### config.mk
export PLATFORM = sky130hd
export DESIGN_NAME = led_bar_meter
export DESIGN_NICKNAME = d
export VERILOG_FILES = /design/src/rtl/led_bar_meter.sv
export SDC_FILE = /design/constraint.sdc
export NUM_CORES = 1
export LEC_CHECK = 0
export ABC_AREA = 1
export BUFFER_PORTS_ARGS = -buffer_cell sky130_fd_sc_hd__buf_2
export CAP_MARGIN = 40
export CORE_ASPECT_RATIO = 1.75
export CORE_UTILIZATION = 50
export CTS_CLUSTER_DIAMETER = 100
export DETAILED_ROUTE_END_ITERATION = 8
export GPL_TIMING_DRIVEN = 0
export PLACE_DENSITY = 0.69
export REMOVE_ABC_BUFFERS = 1
export SLEW_MARGIN = 10
export SYNTH_ARGS = -nofsm -noshare
export SYNTH_HDL_FRONTEND = slang
export SYNTH_SLANG_ARGS = --single-unit
### constraint.sdc
create_clock -name clk -period 3.8 [get_ports clk]
set_input_delay 0.76 -clock clk [delete_from_list [all_inputs] [get_ports clk]]
set_output_delay 0.76 -clock clk [all_outputs]
set_load 0.01 [all_outputs]
### src/rtl/led_bar_meter.sv
// LED bar-graph meter with stepped ramp, peak-hold marker and mute blink.
// Drives N_LED outputs from a level input; bit 0 is the bottom LED.
module led_bar_meter #(
  parameter int N_LED       = 8,
  parameter int LVL_W       = 5,
  parameter int INVERT      = 1,
  parameter int STEP_DIV    = 4,
  parameter int HOLD_STEPS  = 2,
  parameter int BLINK_STEPS = 2
) (
  input  logic             clk,
  input  logic             rst_n,
  input  logic [LVL_W-1:0] level,
  input  logic             mute,
  input  logic             peak_clr,
  output logic [N_LED-1:0] o_led,
  output logic             o_busy
);

  localparam int CW = $clog2(N_LED + 1);
  localparam int AW = ((LVL_W > CW) ? LVL_W : CW) + 1;
  localparam int PW = (STEP_DIV > 1) ? $clog2(STEP_DIV) : 1;
  localparam int HW = $clog2(HOLD_STEPS + 2);
  localparam int BW = $clog2(BLINK_STEPS + 1);

  logic [PW-1:0]    r_pre;
  logic [CW-1:0]    r_tgt;
  logic [CW-1:0]    r_cur;
  logic [CW-1:0]    r_peak;
  logic [HW-1:0]    r_hold;
  logic [BW-1:0]    r_bcnt;
  logic             r_phase;
  logic             r_mute_q;
  logic [N_LED-1:0] r_led;
  logic             r_busy;

  logic             w_tick;
  logic [AW-1:0]    w_lvl;
  logic [AW-1:0]    w_nled;
  logic [CW-1:0]    w_tgt;
  logic [CW-1:0]    w_cur_nxt;
  logic [CW-1:0]    w_peak_nxt;
  logic [HW-1:0]    w_hold_nxt;
  logic [BW-1:0]    w_bcnt_nxt;
  logic             w_phase_nxt;
  logic [N_LED-1:0] w_bar;
  logic [N_LED-1:0] w_mark;

  assign w_tick = (r_pre == PW'(STEP_DIV - 1));
  assign w_lvl  = AW'(level);
  assign w_nled = AW'(N_LED);

  always_comb begin
    w_tgt = '0;
    if (w_lvl >= w_nled) begin
      if (INVERT == 0) w_tgt = CW'(N_LED);
    end else if (INVERT != 0) begin
      w_tgt = CW'(w_nled - w_lvl);
    end else begin
      w_tgt = CW'(w_lvl);
    end
  end

  always_comb begin
    w_cur_nxt = r_cur;
    if (w_tick) begin
      if (r_cur < r_tgt)      w_cur_nxt = r_cur + CW'(1);
      else if (r_cur > r_tgt) w_cur_nxt = r_cur - CW'(1);
    end
  end

  always_comb begin
    w_peak_nxt = r_peak;
    w_hold_nxt = r_hold;
    if (peak_clr) begin
      w_peak_nxt = w_cur_nxt;
      w_hold_nxt = '0;
    end else if (w_cur_nxt >= r_peak) begin
      w_peak_nxt = w_cur_nxt;
      w_hold_nxt = HW'(HOLD_STEPS);
    end else if (w_tick) begin
      // cur_next < peak here, so peak-1 never undershoots the bar
      if (r_hold != '0) w_hold_nxt = r_hold - HW'(1);
      else              w_peak_nxt = r_peak - CW'(1);
    end
  end

  always_comb begin
    w_phase_nxt = r_phase;
    w_bcnt_nxt  = r_bcnt;
    if (!mute || !r_mute_q) begin
      w_phase_nxt = 1'b0;
      w_bcnt_nxt  = '0;
    end else if (w_tick) begin
      if (r_bcnt == BW'(BLINK_STEPS - 1)) begin
        w_bcnt_nxt  = '0;
        w_phase_nxt = ~r_phase;
      end else begin
        w_bcnt_nxt  = r_bcnt + BW'(1);
      end
    end
  end

  always_comb begin
    w_bar  = '0;
    w_mark = '0;
    for (int i = 0; i < N_LED; i++) begin
      w_bar[i]  = (CW'(i) < r_cur);
      w_mark[i] = (r_peak == CW'(i + 1));
    end
  end

  always_ff @(posedge clk or negedge rst_n) begin
    if (!rst_n) begin
      r_pre    <= '0;
      r_tgt    <= '0;
      r_cur    <= '0;
      r_peak   <= '0;
      r_hold   <= '0;
      r_bcnt   <= '0;
      r_phase  <= 1'b0;
      r_mute_q <= 1'b0;
      r_led    <= '0;
      r_busy   <= 1'b0;
    end else begin
      r_pre    <= w_tick ? '0 : r_pre + PW'(1);
      r_tgt    <= w_tgt;
      r_cur    <= w_cur_nxt;
      r_peak   <= w_peak_nxt;
      r_hold   <= w_hold_nxt;
      r_bcnt   <= w_bcnt_nxt;
      r_phase  <= w_phase_nxt;
      r_mute_q <= mute;
      r_led    <= (mute & r_phase) ? '0 : (w_bar | w_mark);
      r_busy   <= (r_cur != r_tgt);
    end
  end

  assign o_led  = r_led;
  assign o_busy = r_busy;

endmodule
# After elaboration in Yosys (flattened, before gate mapping)
# Cells that the tools add are included.
# totals
reg_bits,29
inputBits,9
out_inout_bits,9
word_cells,75
# op_classes
n_addsub,7
magnitude_cmp,12
eq_ne,12
n_mux,20
bitwise_logic,3
n_reduce_logical,11
# op_table
op,n
$mux 4,8
$eq 4x3->1 const B,4
$lt 3x4->1 const A,4
$mux 2,8
$eq 4x2->1 const B,2
$lt 1x4->1 const A,2
$lt 2x4->1 const A,2
$mux 8,1
$or 8x8->8,1
$sub 4x1->4 const B,2
$reduce_and 2->1,3
$reduce_bool 2->1,3
$reduce_bool 3->1,2
$ge 5x4->1 const B,1
$add 2x1->2 const B,2
$add 4x1->4 const B,1
$eq 4x1->1 const B,1
$eq 4x4->1 const B,1
$ge 4x4->1,1
$gt 4x4->1,1
$lt 4x4->1,1
$ne 4x4->1,1
$sub 4x4->4 const A,1
$mux 1,3
other kinds (8),9

# Longest topological paths before layout
# Gate-level depths: netlist of the first run.
# logic_depth
word_depth,7
depth_mapped,24
mapped_depth_nobuf,24

# Worst setup path after synthesis of the first run
# No wires, ideal clock.
# synth_path
kind,reg2reg
start,register r_cur[3]
end,register r_peak[1]
setup_ns,0.116
t_arrival_ns,2.277
required_ns,3.684
slack_ns,1.406
path_stages_with_launch,21
n_path_buf,0
synth_period_minus_slack_ns,2.394
path_cell_list,dfrtp_1 ha_1 a21oi_2 nand2_2 nand2_2 nand2_4 inv_2 nand2_2 nand2_2 inv_1 ha_1 inv_1 o21bai_1 nand3_1 nand3_1 inv_2 nand2_4 inv_1 o21ai_0 nand2_1 nand2_1
# synth_between
elab_chain_cells,7
elab_cells_between_ends,13
classes_between,add/sub (2); order compare (3); eq/ne (1); mux (5); reduce/logical (2)
# synth_lines
item,line_no,text
start: declaration,28,logic [CW-1:0] r_cur;
start signal: assignment,128,r_cur <= w_cur_nxt;
$gt 4x4->1,68,else if (r_cur > r_tgt) w_cur_nxt = r_cur - CW'(1);
$mux 4,68,
$mux 4 *,67,if (r_cur < r_tgt) w_cur_nxt = r_cur + CW'(1);
$mux 4 *,66,if (w_tick) begin
named net w_cur_nxt[1],41,logic [CW-1:0] w_cur_nxt;
$ge 4x4->1,78,end else if (w_cur_nxt >= r_peak) begin
$ne 3x3->1 (no source line) (tied with other cells),--,
$reduce_and 2->1 (no source line) or $mux 4 (tied branches),--,
end signal: assignment,129,r_peak <= w_peak_nxt;
end: declaration,29,logic [CW-1:0] r_peak;
# The timed path passes the listed nets; every way through them passes the cells marked *.
# A chain may end at the register's enable or synchronous reset.

# Worst setup path in the final report of the first run
# layout_path
start,register r_cur[3]
end,register r_peak[2]
# layout_between
elab_chain_cells,7
elab_cells_between_ends,13
classes_between,add/sub (2); order compare (3); eq/ne (1); mux (5); reduce/logical (2)
# layout_lines
item,line_no
$gt 4x4->1,68
$mux 4,68
$mux 4 *,67
$mux 4 *,66
named net w_cur_nxt[1],41
$ge 4x4->1 *,78
$ne 3x3->1 (no source line) (tied with other cells),--
$reduce_and 2->1 (no source line) or $mux 4 (tied branches),--
# Marked as above.

==> results of run 1 <==
[metrics by stage]
stage          std cells  setup WS, ns
6_report             252          1.08
5_1_grt              252         0.799
4_1_cts              252          1.10
3_5_place_dp         244          1.11
3_3_place_gp         244          1.16
2_1_floorplan        184          1.39
[worst max-delay path, delay by kind of cell, from the launching register on]
family | cells | cell delay [ns]
adder cells (fa/ha/maj) | 2 | 0.62
buffers and inverters | 5 | 0.41
AO/OA/AOI/OAI | 3 | 0.41
flip-flops | 1 | 0.45
AND/OR/NAND/NOR | 10 | 0.73
[power by group through the flow]
| stage | Clock, mW | Combinational (mW) | Sequential [mW] |
|---|---|---|---|
| 2_1_floorplan | 0 | 0.534 | 0.497 |
| 3_3_place_gp | 0 | 0.695 | 0.492 |
| 3_5_place_dp | 0 | 0.723 | 0.495 |
| 6_report | 0.238 | 0.726 | 0.491 |
| 5_1_grt | 0.258 | 0.837 | 0.505 |
| 4_1_cts | 0.245 | 0.728 | 0.490 |
[cells by family after synthesis]
kind of cell,share of synthesized area
xor+xnor,0.0363
compound gates,0.0833
buf+inv,0.0810
mux,0.00908
flops,0.439
simple gates,0.215
fa+ha+maj,0.136
[layer usage]
metal / share of wire / GRT usage / up-vias
met5: 0 / 0 / -
li1: - / - / 639
met4: 0.042 / 0.152 / 0
met1: 0.37 / 0.216 / 610
met2: 0.56 / 0.354 / 23
met3: 0.028 / 0.0483 / 10
[cell type report]
type / count / area share
clock buffers: 6 / 0.0389
clock inverters: 2 / 0.00537
inverters: 33 / 0.0664
multi-input cells: 122 / 0.426
flip-flops and latches: 29 / 0.389
well taps: 43 / 0.0289
repair buffers: 17 / 0.0456
[state kept, by name, summed over array words and instances, names as in the netlist]
| register | count |
|---|---|
| o_led | 8 |
| r_cur | 4 |
| r_peak | 4 |
| r_tgt | 4 |
| r_bcnt | 2 |
| r_hold | 2 |
| r_pre | 2 |
| o_busy | 1 |
| r_mute_q | 1 |
| r_phase | 1 |
[how the worst max path moves through the flow]
stage	start	to	cells after the start
floorplan	r_cur[3]	r_peak[1]	20
global placement	r_cur[3]	r_peak[1]	20
detailed placement	r_cur[3]	r_peak[1]	20
CTS	r_cur[3]	r_peak[1]	20
global route	r_cur[3]	r_peak[2]	16
finish	r_cur[3]	r_peak[2]	20
[cell usage in the layout, fill, tap and decap left out, drive strengths merged]
cell and count:
nand2 39, inv 32, dfrtp 29, ha 18
buf 17, nand3 15, a21oi 13, nor2 10
clkbuf 6, xor2 5, nand4 4, o21ai 4
a31oi 3, clkinv 3, o21bai 2, or2 2
nand3b 1, o21a 1, nor3 1, nor4 1
xnor2 1, mux2 1, nor3b 1
==> implementation parameters, run 1 <==
Parameter                              Value

Outcome
  Result of the run    finished clean

Min path
  Worst-case hold path end point    r_pre[0]
  WHS Path Cells    1
  Worst hold path type    flop to flop
  Worst hold path startpoint    r_pre[0]

Floorplanning
  Cell Rows    27
  Floorplan core area    3140 um^2
  IO Pins    18
  Y dimension of the die    78.1 um
  Die width    45.5 um
  Starting utilization of the core area    0.526
  Die area    3550 um^2

Critical path
  Delay of the slowest critical-path stage    0.45 ns
  R2R Setup Slk    1.08 ns
  Most Frequent Cell on Critical Path    sky130_fd_sc_hd__nand2_2
  Critical Path, Cell by Cell    ha_1 > a21oi_2 > nand2_2 > nand2_2 > nand2_4 > inv_2 > nand2_2 > nand2_2 > inv_1 > ha_1 > inv_1 > o21bai_1 > nand3_1 > nand3_1 > inv_2 > nand2_4 > inv_1 > o21ai_0 > nand2_1 > nand2_1
  End of the worst register-to-register path    r_peak[2]
  Endpoint type of the worst setup path    flop
  Worst reg-to-reg path cell count    20
  Setup crit start kind    flop
  Crit-path slowest cell    sky130_fd_sc_hd__dfrtp_1
  CP arrival    2.90 ns
  FF-to-FF Start    r_cur[3]
  Critical path required time    3.97 ns
  Crit path kind    flop to flop
  Worst Path Max Fanout    7

STA
  Worst Hold Margin    0.442 ns
  Unrepaired setup endpoints after global routing    no
  Final count of pins violating max slew    0
  Fmax    367 MHz
  Final setup fails    0
  Period utilization    0.717
  Tightest Pin Transition    0.624 ns
  Worst clock skew    0.00414 ns
  Total negative setup slack    0 ns
  Post-layout minimum cycle time    2.72 ns
  Final hold vios    0
  Headroom to the max-slew limit    0.584

Global route
  Initial antenna violation count    0
  Pin count of the biggest net entering global routing    30
  Congestion Overflow GR    0
  First-pass GRT wire length    5360 um
  Total global routing track utilization    0.212
  Number of global-route vias before repair    1319

Route
  Remaining DRCs    0
  Via total after detailed routing    1282
  Remaining antenna violation count    0
  DRT Pass-1 Iters    4
  Vias per Instance    5.09
  DRC marker count from the first detailed-route iteration    25
  Routed wirelength normalized by instance count    12.3 um
  Detailed Route WL    3110 um

CTS
  Clock latency on the worst-skew pair    0.28 ns
  Resize count post-CTS    0
  Max H-tree Level    2
  Number of hold-repair buffers added at the cts stage    0
  Maximum buffer depth of the clock tree    2
  TritonCTS buffer count    5
  CTS tree    yes
  Clk root buf    sky130_fd_sc_hd__clkbuf_8
  Total setup buffers inserted after CTS    0
  Clk pin slew, worst setup/hold paths    0.06 ns
  Sink Count    29

Placed design
  Final estimated routing congestion in global placement    0.883
  Count of port buffers added during placement    17
  Placement-stage cell area    1780 um^2
  Half-perimeter wire length after placement    2440 um

Synth
  Mean instance size in the synthesized netlist    8.89 um^2
  Synth area leader    sky130_fd_sc_hd__dfrtp_1
  Most frequently used cell type in the post-synthesis netlist    sky130_fd_sc_hd__nand2_1
  YS warnings    0
  Prevailing post-synth register cell    sky130_fd_sc_hd__dfrtp_1
  Commonest cells in the netlist    sky130_fd_sc_hd__nand2_1 (32), sky130_fd_sc_hd__dfrtp_1 (29), sky130_fd_sc_hd__inv_1 (27), sky130_fd_sc_hd__ha_1 (18), sky130_fd_sc_hd__nand3_1 (14)
  Post-Syn Instances    186
  Seq/Total Area, Yosys    0.439
  Number of distinct standard cells referenced by the synthesized netlist    30
  Proportion of register bits with asynchronous set or reset after synthesis    1.00
  Leading cell types by total area after synthesis    sky130_fd_sc_hd__dfrtp_1 (44%), sky130_fd_sc_hd__ha_1 (14%), sky130_fd_sc_hd__nand2_1 (7.3%)
  Post-synthesis sequential element count    29
  Netlist Area Pre-Place    1650 um^2
  Number of enable flip-flop cells after synthesis    0
  Share of Yosys cell area claimed by the top area cell type    0.439

Pwr
  Sequential Power Share    0.337
  Part of the total power dissipated in combinational logic    0.499
  Reported net switching power    0.645 mW
  Int Power    0.810 mW
  PnR Total Power    1.46 mW
  PwrDens    781 nW/um^2
  VDD IR max    0.424 mV
  Part of the power in the clock network    0.164
  Switching share of power    0.443
  Leakage    0.940 nW

Cells and area
  Post-layout instance area    1860 um^2
  Area occupied by multi-input gates    793 um^2
  Core occupancy in the finished layout    0.593
  Footprint of the flip-flops and latches    726 um^2
  Layout overhead on the synthesized area    12.8%
  Total of fill cells in the finished design    291
  Net total in the final layout    235
  Layout cells sized above 1    0.206
  Antenna Cells    0

Job
  Count of maximum capacitance violations    0
Note: power is estimated with default switching activity, not from simulation.
==> run 2: changes to the inputs <==
--- a/config.mk
+++ b/config.mk
@@ -13,7 +13,7 @@
 export CTS_CLUSTER_DIAMETER = 100
 export DETAILED_ROUTE_END_ITERATION = 8
 export GPL_TIMING_DRIVEN = 0
-export PLACE_DENSITY = 0.69
+export PLACE_DENSITY = 0.71
 export REMOVE_ABC_BUFFERS = 1
 export SLEW_MARGIN = 10
 export SYNTH_ARGS = -nofsm -noshare
==> constraint.sdc (replaced) <==
create_clock -name clk -period 2.5 [get_ports clk]
set_input_delay 0.5 -clock clk [delete_from_list [all_inputs] [get_ports clk]]
set_output_delay 0.5 -clock clk [all_outputs]
set_load 0.01 [all_outputs]
==> implementation parameters, run 2 (synthesis gave the netlist of run 1 again) <==
Parameter                              Value

Global route
  Initial antenna violation count    0
  Congestion Overflow GR    0
  Number of global-route vias before repair    1398
  Pin count of the biggest net entering global routing    30
  Highest-utilization routing layer at the global route stage    met2
  GR Util met2    0.397
  Met3 usage    0.0460
  Total global routing track utilization    0.228
  First-pass GRT wire length    5770 um
  Met1 Track Usage GR    0.220

Pwr
  PnR Total Power    2.67 mW
  PwrDens    1290 nW/um^2
  Part of the power in the clock network    0.141
  Sequential Power Share    0.268
  Part of the total power dissipated in combinational logic    0.591
  Reported net switching power    1.17 mW
  VDD IR max    0.903 mV
  Leakage    1.00 nW
  Int Power    1.50 mW
  Switching share of power    0.437

Cells and area
  Most common library cell in the layout ignoring fill and taps    sky130_fd_sc_hd__nand2_1
  Most frequent cells in the layout    sky130_fd_sc_hd__nand2_1 (29), sky130_fd_sc_hd__dfrtp_1 (25), sky130_fd_sc_hd__inv_1 (21)
  Layout overhead on the synthesized area    25.4%
  Antenna Cells    0
  Layout cells sized above 1    0.350
  Core occupancy in the finished layout    0.660
  Flip-flop count of the largest register after layout    8
  Net total in the final layout    244
  Number of standard cells in the layout, taps in and fillers out    260

CTS
  Clk root buf    sky130_fd_sc_hd__clkbuf_8
  CTS tree    yes
  Clk pin slew, worst setup/hold paths    0.06 ns
  Number of hold-repair buffers added at the cts stage    0
  Maximum buffer depth of the clock tree    2
  Clock latency on the worst-skew pair    0.28 ns
  Sink Count    29
  TritonCTS buffer count    5
  Max H-tree Level    2

Job
  Count of maximum capacitance violations    0

STA
  Fmax    397 MHz
  Period utilization    1.01
  Final setup fails    3
  Setup ws final    -0.0212 ns
  Post-layout minimum cycle time    2.52 ns
  Total negative setup slack    -0.0487 ns
  Tightest Pin Transition    0.645 ns
  Worst clock skew    0.00760 ns
  Final hold vios    0
  Final count of pins violating max slew    0
  Headroom to the max-slew limit    0.570
  Unrepaired setup endpoints after global routing    yes

Route
  Remaining antenna violation count    0
  Detailed Route WL    3530 um
  Via total after detailed routing    1356
  Remaining DRCs    0
  DRT Pass-1 Iters    4
  DRC marker count from the first detailed-route iteration    51
  Routed wirelength normalized by instance count    13.6 um
  Vias per Instance    5.22

Outcome
  Failing checks    setup timing
  Result of the run    finished with violations

Critical path
  Crit-path slowest cell    sky130_fd_sc_hd__dfrtp_2
  Critical path required time    2.67 ns
  CP arrival    2.69 ns
  Delay of the slowest critical-path stage    0.44 ns
  Setup crit start kind    flop
  Worst Path Max Fanout    6
  Most Frequent Cell on Critical Path    sky130_fd_sc_hd__nand2_1
  Endpoint type of the worst setup path    flop
  Critical Path, Cell by Cell    ha_4 > nand2_1 > inv_2 > nand2_4 > nand2_4 > nand2_1 > nand2_1 > nand2_2 > nand2_2 > inv_2 > ha_4 > inv_2 > o21bai_1 > nand3_1 > nand3_1 > inv_2 > nand2_4 > nand3_2 > nand2_1 > nand2_1
  Crit path kind    flop to flop

Floorplanning
  Floorplan core area    3140 um^2
  Y dimension of the die    78.1 um
  Die width    45.5 um
  Die area    3550 um^2
  IO Pins    18
  Starting utilization of the core area    0.526
  Cell Rows    27

Placed design
  Count of port buffers added during placement    17
  Final estimated routing congestion in global placement    0.895
  Half-perimeter wire length after placement    2480 um
  Placed Cells    244

Min path
  Worst hold path type    primary input to asynchronous set/reset pin
run 2: cell types whose count changed in the layout (fill, tap and decap cells not counted), sizes merged:
cell	delta
buf	+9
inv	+1
clkbuf	+1
clkinv	-3
run 2: layer usage:
metal,routed length [um],part of all wire
met1,1280,0.36
met2,1990,0.56
met3,97,0.027
met4,168,0.048
met5,0,0
run 2: critical path, delay by kind of cell, from the launching register on:
kind | cells | cell delay [ns]
buffers and inverters | 4 | 0.23
adders and majority gates | 2 | 0.56
and+or+nand+nor | 13 | 1.02
DFF | 1 | 0.44
AOI/OAI and AO/OA | 1 | 0.16
run 2: through the flow:
stage / hold WS [ns] / instance area [um^2] / worst slack (ns)
2_1_floorplan: 0.204 / 1640 / 0.0948
3_3_place_gp: 0.414 / 1780 / -0.148
3_5_place_dp: 0.425 / 1780 / -0.234
4_1_cts: 0.257 / 1960 / 0.0276
5_1_grt: 0.297 / 2070 / -0.199
6_report: 0.247 / 2070 / -0.0212
run 2: path summary, 6_finish.rpt:
path / from / slack, ns / cells past startpoint / to
max: r_cur[3] / -0.02 / 20 / r_peak[3]
min: rst_n / 0.25 / 1 / r_tgt[3]
max reg2reg: r_cur[3] / -0.02 / 20 / r_peak[3]
min reg2reg: r_pre[0] / 0.43 / 1 / r_pre[0]
max in group asynchronous: rst_n / 1.79 / 1 / r_cur[1]
min in group clk: mute / 0.36 / 1 / r_mute_q
run 2: power groups by stage:
stage          logic, mW  registers [mW]  clock network [mW]
6_report            1.58           0.715               0.378
5_1_grt             1.74           0.736               0.405
4_1_cts             1.31           0.713               0.390
3_5_place_dp        1.11           0.750                   0
3_3_place_gp        1.06           0.746                   0
2_1_floorplan      0.811           0.755                   0
run 2: final cells by class:
cell class	instances	area (um^2)
fillers	255	1070
multi-input cells	122	917
flip-flops and latches	29	731
repair buffers	26	156
inverters	33	129
clock buffers	7	86.3
well taps	43	53.8
run 2: timing repair:
item / 4_1_cts / 5_1_grt
pin swaps: 2 / 6
endpoints found under the setup margin: 4 / 4
buffers inserted: 6 / 3
cloned: 0 / 0
resized for setup: 10 / 26
